[src/rtl/bfm_alu_pkg.sv]
// -----------------------------------------------------------------------------
// bfm_alu_pkg
// Shared constants, types and helpers for the bfm_alu arithmetic model.
//   DEFAULT_WIDTH : default operand/result width in bits
//   MAX_LATENCY   : largest supported pipeline depth
//   bfm_word_t    : DEFAULT_WIDTH-bit data word
//   sat_add()     : DEFAULT_WIDTH-bit unsigned add that clamps at all-ones
// -----------------------------------------------------------------------------
package bfm_alu_pkg;

    localparam int DEFAULT_WIDTH = 8;
    localparam int MAX_LATENCY   = 4;

    typedef logic [DEFAULT_WIDTH-1:0] bfm_word_t;

    // The carry out of the extended sum is the unsigned overflow flag.
    function automatic bfm_word_t sat_add(input bfm_word_t a, input bfm_word_t b);
        logic [DEFAULT_WIDTH:0] sum_ext;
        sum_ext = {1'b0, a} + {1'b0, b};
        return sum_ext[DEFAULT_WIDTH] ? '1 : sum_ext[DEFAULT_WIDTH-1:0];
    endfunction

endpackage

[src/rtl/bfm_alu_pipe_stage.sv]
// -----------------------------------------------------------------------------
// bfm_alu_pipe_stage
// One WIDTH-bit delay register with asynchronous active-low clear.
// Ports:
//   clk_i   : clock, rising edge
//   reset_i : asynchronous clear, active low
//   d       : data in
//   q       : data out, one clock later
// -----------------------------------------------------------------------------
module bfm_alu_pipe_stage #(
    parameter int WIDTH = 8
) (
    input  logic             clk_i,
    input  logic             reset_i,
    input  logic [WIDTH-1:0] d,
    output logic [WIDTH-1:0] q
);

    // NOTE: reset sits in the sensitivity list so the clear acts without a
    // clock edge; state is written with <= so every stage samples the
    // pre-edge value of its neighbour.
    always_ff @(posedge clk_i or negedge reset_i) begin
        if (!reset_i) begin
            q <= '0;
        end else begin
            q <= d;
        end
    end

endmodule

[src/rtl/bfm_alu.sv]
// -----------------------------------------------------------------------------
// bfm_alu
// Free-running registered two-operand adder. A_s and B_s are sampled on every
// rising edge; their sum appears on res_o LATENCY clocks later. There is no
// handshake and no stall: one result per clock.
// Parameters:
//   WIDTH   : operand/result width (default 8)
//   LATENCY : register stages from operand sample to res_o, 1..4
// Ports:
//   clk_i   : clock, rising edge
//   reset_i : asynchronous reset, active low; clears all stages and res_o
//   A_s     : operand A
//   B_s     : operand B
//   res_o   : registered result
// Build option:
//   BFM_ALU_SAT_EN : when defined, an unsigned overflow clamps the result to
//                    all-ones instead of wrapping modulo 2^WIDTH.
// -----------------------------------------------------------------------------
module bfm_alu
    import bfm_alu_pkg::*;
#(
    parameter int WIDTH   = DEFAULT_WIDTH,
    parameter int LATENCY = 1
) (
    input  logic             clk_i,
    input  logic             reset_i,
    input  logic [WIDTH-1:0] A_s,
    input  logic [WIDTH-1:0] B_s,
    output logic [WIDTH-1:0] res_o
);

    generate
        if (LATENCY < 1 || LATENCY > MAX_LATENCY) begin : g_bad_latency
            $error("bfm_alu: LATENCY must be in 1..%0d", MAX_LATENCY);
        end
    endgenerate

    logic [WIDTH-1:0] stage0_d;
    logic [WIDTH-1:0] stage0_q;
    logic [WIDTH-1:0] chain [LATENCY];

`ifdef BFM_ALU_SAT_EN
    // Overflow is decided here, in stage 0, so later stages only move data.
    logic [WIDTH:0] sum_ext;
    assign sum_ext  = {1'b0, A_s} + {1'b0, B_s};
    assign stage0_d = sum_ext[WIDTH] ? '1 : sum_ext[WIDTH-1:0];
`else
    // Keeping only WIDTH bits of the sum is the modulo-2^WIDTH wrap.
    assign stage0_d = A_s + B_s;
`endif

    always_ff @(posedge clk_i or negedge reset_i) begin
        if (!reset_i) begin
            stage0_q <= '0;
        end else begin
            stage0_q <= stage0_d;
        end
    end

    assign chain[0] = stage0_q;

    // Stages 1..LATENCY-1 carry the stage-0 value forward unchanged.
    generate
        for (genvar i = 1; i < LATENCY; i++) begin : g_stage
            bfm_alu_pipe_stage #(
                .WIDTH (WIDTH)
            ) u_stage (
                .clk_i   (clk_i),
                .reset_i (reset_i),
                .d       (chain[i-1]),
                .q       (chain[i])
            );
        end
    endgenerate

    assign res_o = chain[LATENCY-1];

endmodule

[config.mk]
export PLATFORM = sky130hd
export DESIGN_NAME = bfm_alu
export DESIGN_NICKNAME = d
export VERILOG_FILES = /design/src/rtl/bfm_alu_pkg.sv /design/src/rtl/bfm_alu_pipe_stage.sv /design/src/rtl/bfm_alu.sv
export SDC_FILE = /design/constraint.sdc
export NUM_CORES = 1
export LEC_CHECK = 0
export ABC_AREA = 1
export BUFFER_PORTS_ARGS = -buffer_cell sky130_fd_sc_hd__buf_2
export CAP_MARGIN = 30
export CORE_AREA = 2 2 39 41
export DETAILED_ROUTE_END_ITERATION = 8
export DIE_AREA = 0 0 41 43
export GPL_TIMING_DRIVEN = 0
export PLACE_DENSITY = 0.83
export SLEW_MARGIN = 15
export SYNTH_ARGS = -nofsm -noshare
export SYNTH_HDL_FRONTEND = slang
export SYNTH_SLANG_ARGS = --single-unit
[constraint.sdc]
create_clock -name clk_i -period 0.8 [get_ports clk_i]
set_clock_uncertainty 0.1 [all_clocks]
set_input_delay 0.04 -clock clk_i [delete_from_list [all_inputs] [get_ports clk_i]]
set_output_delay 0.04 -clock clk_i [all_outputs]
set_load 0.05 [all_outputs]
==> flow_summary.json <==
{
  "p_comb_frac": 0.533,
  "fp-row-count": 14,
  "syn_to_final_growth_pct": 77.28,
  "pin_count": 26,
  "tritoncts": "done",
  "fin_tns_setup_ns": -1.663,
  "synth_area_um2": 561.8,
  "cp.arrival_ns": 1.07,
  "vias": 574,
  "crit_required_ns": 0.83,
  "end_kind": "register",
  "firstDrtPassIters": 5,
  "slew_violations": 0,
  "fp.coreArea_um2": 1384,
  "p_int_mw": 1.035,
  "synth_area_leaders": "dfrtp_1 (36%), ha_1 (16%), nand2_1 (14%)",
  "die_h_um": 43,
  "worst_pin_slew_ns": 0.1775,
  "cts_root_buffer": "clkbuf_4",
  "overflow": 0,
  "dieWidth_um": 41,
  "synthCells": 68,
  "p_per_area_nw_per_um2": 1708,
  "crit_path_max_fanout": 2,
  "violations": "hold timing, setup timing",
  "power.total_mw": 1.701,
  "routed_wl_um": 1529,
  "die_area_um2": 1763,
  "drt-initial-drc-count": 14,
  "setup_slack_ns": -0.2459,
  "yosysWarnings": 0,
  "ys_seq_area_frac": 0.3563,
  "maxCapViolations": 0,
  "largest_reg_flops": 8,
  "fin_crit_sh": 1.307,
  "clockBufferDepth": 2,
  "drive_gt1_frac": 0.5865,
  "syn_area_per_cell_um2": 8.262,
  "start_kind": "primary input",
  "routed_via_density": 4.783,
  "grt_first_pass_wirelength_um": 2214,
  "register_area_um2": 200.2,
  "wire_per_inst_um": 12.74,
  "critPathLaunch": "A_s[0]",
  "yosysUniqueCellTypes": 14,
  "hpwl_um": 1014,
  "finalHoldViolations": 1,
  "switching_share": 0.3917,
  "hold_path.class": "in -> reg",
  "clkTransAtPathRegs_ns": 0.05,
  "slew-limit-headroom": 0.8816,
  "n_antenna_cell": 0,
  "grt_max_degree": 9,
  "gpl.final_weighted_congestion": 0.7892,
  "fin_crit_ns": 1.046,
  "seqPwrFrac": 0.297,
  "status": "finished with violations",
  "ir_drop_uv": 725.3,
  "cts_sinks": 8,
  "hp-start": "B_s[0]",
  "hold_slack_ns": -0.09146,
  "leakage_nw": 0.5053,
  "path_class": "in -> reg",
  "rsz0062_at_grt": "true",
  "final_antenna_net_count": 0,
  "setup_viol": 14,
  "numPortBuffers": 25,
  "fmax_mhz": 956.1,
  "holdBufCountCts": 1,
  "dp_cells": 109,
  "start_util": 0.4060,
  "fin_cells": 120,
  "antenna_found_initial": 0,
  "multi_input_area_um2": 444.2,
  "switchingPower_mw": 0.6663,
  "pre_cts_ws_ns": -0.5179,
  "cts_inserted_buffers": 3,
  "synth.top_cell.area_share": 0.3563,
  "fillers": 80,
  "syn_nets": 94,
  "drc_errors": 0,
  "ys_ff_latch": 8,
  "fin_nets": 132,
  "htree_levels": 1,
  "pwr-share-clk": 0.170,
  "grt_pass1_vias": 569,
  "synth_top_cell_by_area": "dfrtp_1",
  "track_usage": 0.1845
}
-- power by group through the flow --
stage               combinational [mW]  clock, mW  sequential (mW)
floorplan                        0.234          0            0.751
global placement                 0.659          0            0.491
detailed placement               0.681          0            0.494
CTS                              0.830      0.296            0.506
global route                     0.969      0.329            0.513
finish                           0.907      0.289            0.505
-- area by class of cell --
type | instances | area share
repair buffers | 33 | 0.2613
inverters | 13 | 0.04899
clock buffers | 3 | 0.02261
multi-input cells | 47 | 0.4460
well taps | 16 | 0.02010
flip-flops and latches | 8 | 0.2010
-- Yosys cell counts --
master and number:
xnor2_1 3, clkinv_1 1, dfrtp_1 8, nor2_1 3, nand2_2 1, fa_1 1
or2_1 2, xnor2_4 1, a21oi_1 2, inv_1 12, nand3_1 5, nand2_1 21
ha_1 7, nand3b_1 1
-- placed cells by master (no fill, tap or decap) --
cell / n
xnor2_1: 2
clkinv_1: 1
nand2_1: 13
dfrtp_1: 8
xnor2_4: 1
ha_4: 6
buf_2: 14
xnor2_2: 1
nand2_2: 9
inv_2: 3
clkbuf_4: 3
nand3_2: 2
a21oi_1: 1
or2_1: 1
inv_1: 9
a21oi_4: 1
nand3b_1: 1
ha_1: 1
or2_4: 1
nor2_2: 1
fa_2: 1
dlygate4sd3_1: 1
buf_4: 6
buf_6: 12
nand3_1: 3
nor2_1: 2
-- repair_timing --
action | 4_1_cts | 5_1_grt
resized for setup | 27 | 10
hold endpoints to repair | 9 | 1
gates cloned | 0 | 0
setup endpoints to repair | 13 | 13
pin swaps | 11 | 10
buffers inserted | 4 | 4
-- final timing paths --
check                            to  slack (ns)  cells after the start
min in group asynchronous  res_o[5]        0.06                      2
worst max-delay path       res_o[4]       -0.25                      9
max in group asynchronous  res_o[3]        0.38                      2
worst min-delay path       res_o[0]       -0.09                      2
-- worst max-delay path, stage by stage --
cell,delay [ns]
buf_6,0.07
ha_4,0.13
inv_2,0.04
fa_2,0.38
inv_2,0.08
nand2_2,0.05
nand2_2,0.07
nand2_1,0.07
xnor2_1,0.13
-- metrics by stage --
step / hold slack [ns] / cell area (um^2) / utilization
after floorplan: -0.3556 / 630.6 / -
after global placement: -0.2216 / 775.7 / 0.5606
after detailed placement: -0.2154 / 775.7 / 0.5606
after CTS: -0.09826 / 939.7 / 0.6790
after global routing: -0.1022 / 996.0 / 0.7197
final: -0.09146 / 996.0 / 0.7197
-- layer usage --
metal	up-vias	routed length [um]	global-route usage
met1	264	544	0.1726
li1	281	-	-
met5	-	0	0
met4	0	44	0.1333
met3	6	68	0.05759
met2	23	872	0.3094
-- kinds of logic after synthesis --
| family | after synthesis | share of synthesized area |
|---|---|---|
| simple gates | 33 | 0.2517 |
| compound gates | 2 | 0.01782 |
| xor+xnor | 4 | 0.09578 |
| flops | 8 | 0.3563 |
| fa+ha+maj | 8 | 0.1915 |
| buf+inv | 13 | 0.08685 |
No activity file was read; power rests on OpenSTA's default activity.
